===== src/rtl/edge_pulse_gen_pkg.sv =====
// Shared types for the edge pulse generator: FSM state encoding and
// duration-counter sizing.
package edge_pulse_gen_pkg;

    typedef enum logic [1:0] {
        ST_IDLE = 2'd0,
        ST_HIGH = 2'd1,
        ST_LOW  = 2'd2
    } epg_state_e;

    // Counter holds values up to max(h,l)-1; never narrower than one bit.
    function automatic int cnt_width(input int h, input int l);
        int m;
        m = (h > l) ? h : l;
        return ($clog2(m) < 1) ? 1 : $clog2(m);
    endfunction

endpackage


===== src/rtl/edge_pulse_gen_sat_counter.sv =====
// Saturating up/down counter for queued strobes; an increment at full scale
// is discarded and flagged on sat_drop in the same cycle.
module sat_updown_counter #(
    parameter int WIDTH = 2
) (
    input  logic             clk,
    input  logic             rst_n,
    input  logic             inc,
    input  logic             dec,
    output logic [WIDTH-1:0] count,
    output logic [WIDTH-1:0] count_nxt,
    output logic             sat_drop
);

    localparam logic [WIDTH-1:0] MAX = '1;

    // inc and dec together cancel, so a full counter never drops in that case.
    always_comb begin
        count_nxt = count;
        sat_drop  = 1'b0;
        if (inc && !dec) begin
            if (count == MAX) sat_drop = 1'b1;
            else              count_nxt = count + WIDTH'(1);
        end else if (dec && !inc && count != '0) begin
            count_nxt = count - WIDTH'(1);
        end
    end

    always_ff @(posedge clk or negedge rst_n) begin
        if (!rst_n) count <= '0;
        else        count <= count_nxt;
    end

endmodule


===== src/rtl/edge_pulse_gen.sv =====
// Converts single-cycle strobes into HIGH_CYCLES-wide pulses separated by at
// least LOW_CYCLES low cycles, queueing strobes that arrive mid-pulse.
module edge_pulse_gen
    import edge_pulse_gen_pkg::*;
#(
    parameter int HIGH_CYCLES = 2,
    parameter int LOW_CYCLES  = 1,
    parameter int PEND_W      = 2
) (
    input  logic              clk,
    input  logic              rst_n,
    input  logic              pe,
    output logic              sig,
    output logic              busy,
    output logic [PEND_W-1:0] pending,
    output logic              drop
);

    localparam int CNT_W = cnt_width(HIGH_CYCLES, LOW_CYCLES);

    if (HIGH_CYCLES < 1 || LOW_CYCLES < 1 || PEND_W < 1) begin : g_bad_param
        $error("edge_pulse_gen: HIGH_CYCLES, LOW_CYCLES and PEND_W must all be >= 1");
    end

    epg_state_e        state, state_nxt;
    logic [CNT_W-1:0]  cnt, cnt_nxt;
    logic [PEND_W-1:0] pend_nxt;
    logic              start, inc, dec;

    always_comb begin
        state_nxt = state;
        cnt_nxt   = cnt;
        start     = 1'b0;
        case (state)
            ST_IDLE: begin
                if (pe || pending != '0) start = 1'b1;
            end
            ST_HIGH: begin
                if (cnt != '0) begin
                    cnt_nxt = cnt - CNT_W'(1);
                end else begin
                    state_nxt = ST_LOW;
                    cnt_nxt   = CNT_W'(LOW_CYCLES - 1);
                end
            end
            ST_LOW: begin
                if (cnt != '0)                  cnt_nxt   = cnt - CNT_W'(1);
                else if (pe || pending != '0)   start     = 1'b1;
                else                            state_nxt = ST_IDLE;
            end
            default: state_nxt = ST_IDLE;
        endcase
        if (start) begin
            state_nxt = ST_HIGH;
            cnt_nxt   = CNT_W'(HIGH_CYCLES - 1);
        end
    end

    // A start serves the oldest queued strobe first; a same-cycle pe then
    // takes its place, and with an empty queue pe is consumed directly.
    assign dec = start && (pending != '0);
    assign inc = pe && !(start && pending == '0);

    sat_updown_counter #(.WIDTH(PEND_W)) u_pend (
        .clk       (clk),
        .rst_n     (rst_n),
        .inc       (inc),
        .dec       (dec),
        .count     (pending),
        .count_nxt (pend_nxt),
        .sat_drop  (drop)
    );

    always_ff @(posedge clk or negedge rst_n) begin
        if (!rst_n) begin
            state <= ST_IDLE;
            cnt   <= '0;
            sig   <= 1'b0;
            busy  <= 1'b0;
        end else begin
            state <= state_nxt;
            cnt   <= cnt_nxt;
            sig   <= (state_nxt == ST_HIGH);
            busy  <= (state_nxt != ST_IDLE) || (pend_nxt != '0);
        end
    end

endmodule

===== config.mk =====
export PLATFORM = sky130hd
export DESIGN_NAME = edge_pulse_gen
export DESIGN_NICKNAME = d
export VERILOG_FILES = /design/src/rtl/edge_pulse_gen_pkg.sv /design/src/rtl/edge_pulse_gen_sat_counter.sv /design/src/rtl/edge_pulse_gen.sv
export SDC_FILE = /design/constraint.sdc
export NUM_CORES = 1
export LEC_CHECK = 0
export CAP_MARGIN = 20
export CORE_AREA = 2 2 39 41
export DETAILED_ROUTE_END_ITERATION = 6
export DIE_AREA = 0 0 41 43
export PLACE_DENSITY = 0.55
export SYNTH_ARGS = -nofsm -noshare
export SYNTH_HDL_FRONTEND = slang
export SYNTH_SLANG_ARGS = --single-unit

===== constraint.sdc =====
create_clock -name clk -period 3.7 [get_ports clk]
set_input_delay 0.37 -clock clk [delete_from_list [all_inputs] [get_ports clk]]
set_output_delay 0.37 -clock clk [all_outputs]
set_load 0.01 [all_outputs]

==> results.py <==
metrics = {
    "yosys": {
        "yosys-top-cells-count": "dfrtp_1 (7), ha_1 (7), inv_1 (5), nor2_1 (4)",
        "yosys.area.top_type": "dfrtp_1",
        "synth_ff_type": "dfrtp_1",
        "synthCells": 48,
        "synth_warnings": 0,
        "synth_top_area_share": 0.352,
        "ys_seq_area_frac": 0.352,
        "synth_fp_nets": 58,
        "avgSynthCellArea_um2": 10.4,
        "synthTopCellsByArea": "dfrtp_1 (35%), ha_1 (18%), mux2i_1 (4.0%)",
        "async_reset_ff_frac": 1.00,
        "synth-edff-count": 0,
        "ys_seq_elements": 7,
        "synth_area_um2": 498,
        "synth.distinct_cells": 25,
    },
    "layout": {
        "finalInstanceArea_um2": 614,
        "regArea_um2": 175,
        "multi_input_area_um2": 300,
        "fill_cells": 146,
        "area_delta_synth_final_pct": 23.4,
        "drive_above_1_share": 0.153,
        "nets": 70,
        "antenna_cells": 0,
    },
    "clock_tree": {
        "ctsHoldBuffers": 0,
        "clk_latency_ps": 250,
        "cts_setup_buffers": 0,
        "ctsResizeCount": 0,
        "clockRootBuffer": "clkbuf_4",
        "cts_max_level": 1,
        "cts_buffers": 3,
        "clockBufferDepth": 2,
        "clkTransAtPathRegs_ps": 50,
        "clkSinkCount": 7,
        "cts_tree": "built",
    },
    "power": {
        "finalPower_w": 0.000482,
        "powerDensity_nw_per_um2": 784,
        "power.leakage_nw": 0.280,
        "vdd_drop_max_v": 0.000308,
    },
    "critical_path": {
        "worstSetupStartpointType": "flop",
        "cp.arrival_ps": 1960,
        "cpPeakStageDelay_ps": 530,
        "critPathBufInv": 2,
        "reg2reg_depth": 7,
        "critPathKind": "reg2out",
        "r2r-end": "busy",
        "rr_startpoint": "state[0]",
        "r2r_setup_slack_ps": 1630,
        "crit_path_top_delay_cell": "clkdlybuf4s50_1",
        "end_kind": "output port",
        "path_delay_family": "buffers and inverters",
        "cp_cell_sequence": "inv_1 -> ha_1 -> nor2b_4 -> nor2_4 -> and3_1 -> clkdlybuf4s50_1",
        "cp_data_required_time_ps": 3330,
        "worstPathMaxFanout": 5,
    },
    "timing": {
        "fin_skew_ps": 7.94,
        "fin_ws_ps": 1370,
        "finalSetupViolations": 0,
        "slew_violations": 0,
        "relSlewSlack": 0.705,
        "hold_viol_final": 0,
        "fin_tns_setup_ps": 0,
        "post-route-min-period_ps": 2330,
        "worstMarginPinSlew_ps": 441,
        "rsz0062_at_grt": "no",
        "max_freq_mhz": 430,
        "period_share": 0.628,
    },
    "floorplan": {
        "fp-row-count": 14,
        "initial_core_util": 0.360,
        "die_w_um": 41,
        "coreArea_um2": 1380,
        "die-area_um2": 1760,
        "ioPinCount": 8,
        "chipHeight_um": 43,
    },
    "global_route": {
        "grt_pass1_vias": 363,
        "grt_util_all_layers": 0.127,
        "grt_max_degree": 8,
        "grt_antenna_before_repair": 0,
        "grt_pass1_wl_um": 1470,
        "overflow": 0,
    },
    "drt": {
        "wl_um": 873,
        "first_iter_violations": 4,
        "drt_pre_antenna_iters": 4,
        "wl_per_cell_um": 11.6,
        "via_per_inst": 4.92,
        "vias": 369,
        "drc": 0,
        "ant_nets": 0,
    },
    "placement": {
        "place_area_um2": 588,
        "hpwl_um": 692,
        "port_buffers": 7,
        "gp_congestion": 0.683,
        "dp_slack_ps": 1630,
    },
    "status": {
        "status": "finished clean",
    },
    "job": {
        "drv_cap": 0,
    },
    "hold_path": {
        "holdCritPathClass": "in2async",
    },
}
[cell type report]
class,instances,area share
clock buffers,4,0.0428
flip-flops and latches,7,0.285
well taps,16,0.0326
inverters,6,0.0367
multi-input cells,35,0.489
repair buffers,7,0.114
[where the power goes]
part / switching [W] / internal (W)
sequential: 0.0000286 / 0.000108
clock: 0.0000275 / 0.0000411
combinational: 0.000137 / 0.000139
total: 0.000193 / 0.000288
[layer usage]
| layer | track usage | wire length, µm |
|---|---|---|
| met1 | 0.153 | 408 |
| met2 | 0.181 | 429 |
| met3 | 0.0785 | 34 |
| met4 | 0.0400 | 0 |
| met5 | 0 | 0 |
[flip-flops by register name (all words and copies together) (netlist names)]
| register | count |
|---|---|
| state | 2 |
| busy | 1 |
| sig | 1 |
| cnt | 1 |
| u_pend.count | 2 |
[cell families after synthesis]
kind of cell	count (synthesis)	share of synthesized area
adders and majority gates	7	0.176
buffers and inverters	6	0.0452
AOI/OAI and AO/OA	12	0.173
DFF	7	0.352
xor gates and xnor gates	2	0.0352
and+or+nand+nor	11	0.148
muxes	3	0.0703
[worst max-delay path by stage]
stage | start | to | slack, ps | depth (start not counted)
after floorplan | state[0] | busy | 1730 | 7
after global placement | state[0] | busy | 1610 | 7
after detailed placement | state[0] | drop | 1630 | 6
after CTS | state[0] | drop | 1350 | 6
after global routing | state[0] | drop | 1240 | 6
final | state[0] | drop | 1370 | 6
[placed cells by master (no fill, tap or decap)]
master / synthesis / layout
xnor2_1: 2 / 2
inv_1: 5 / 5
clkbuf_1: 0 / 1
mux2_4: 1 / 1
nand2_1: 1 / 1
o2bb2ai_1: 1 / 1
nor2_4: 1 / 1
mux2i_1: 2 / 2
o31a_1: 1 / 1
o22ai_1: 1 / 1
nor2b_4: 1 / 1
clkbuf_4: 0 / 3
inv_2: 1 / 1
nor2b_1: 1 / 1
o21bai_2: 1 / 1
nor2_1: 4 / 4
o31ai_1: 1 / 1
ha_1: 7 / 7
and3_1: 1 / 1
o21ai_0: 2 / 2
clkdlybuf4s50_1: 0 / 7
and2_1: 1 / 1
a21boi_0: 1 / 1
o32ai_1: 1 / 1
or4_4: 1 / 1
dfrtp_1: 7 / 7
a21oi_1: 2 / 2
a21boi_1: 1 / 1
[per-stage QoR]
step | hold WS, ps | utilization | std cells
floorplan | 74.4 | - | 48
CTS | 375 | 0.444 | 75
global route | 377 | 0.444 | 75
global placement | 645 | 0.425 | 71
detailed placement | 649 | 0.425 | 71
finish | 369 | 0.444 | 75
Power figures use the tool's default switching activity.
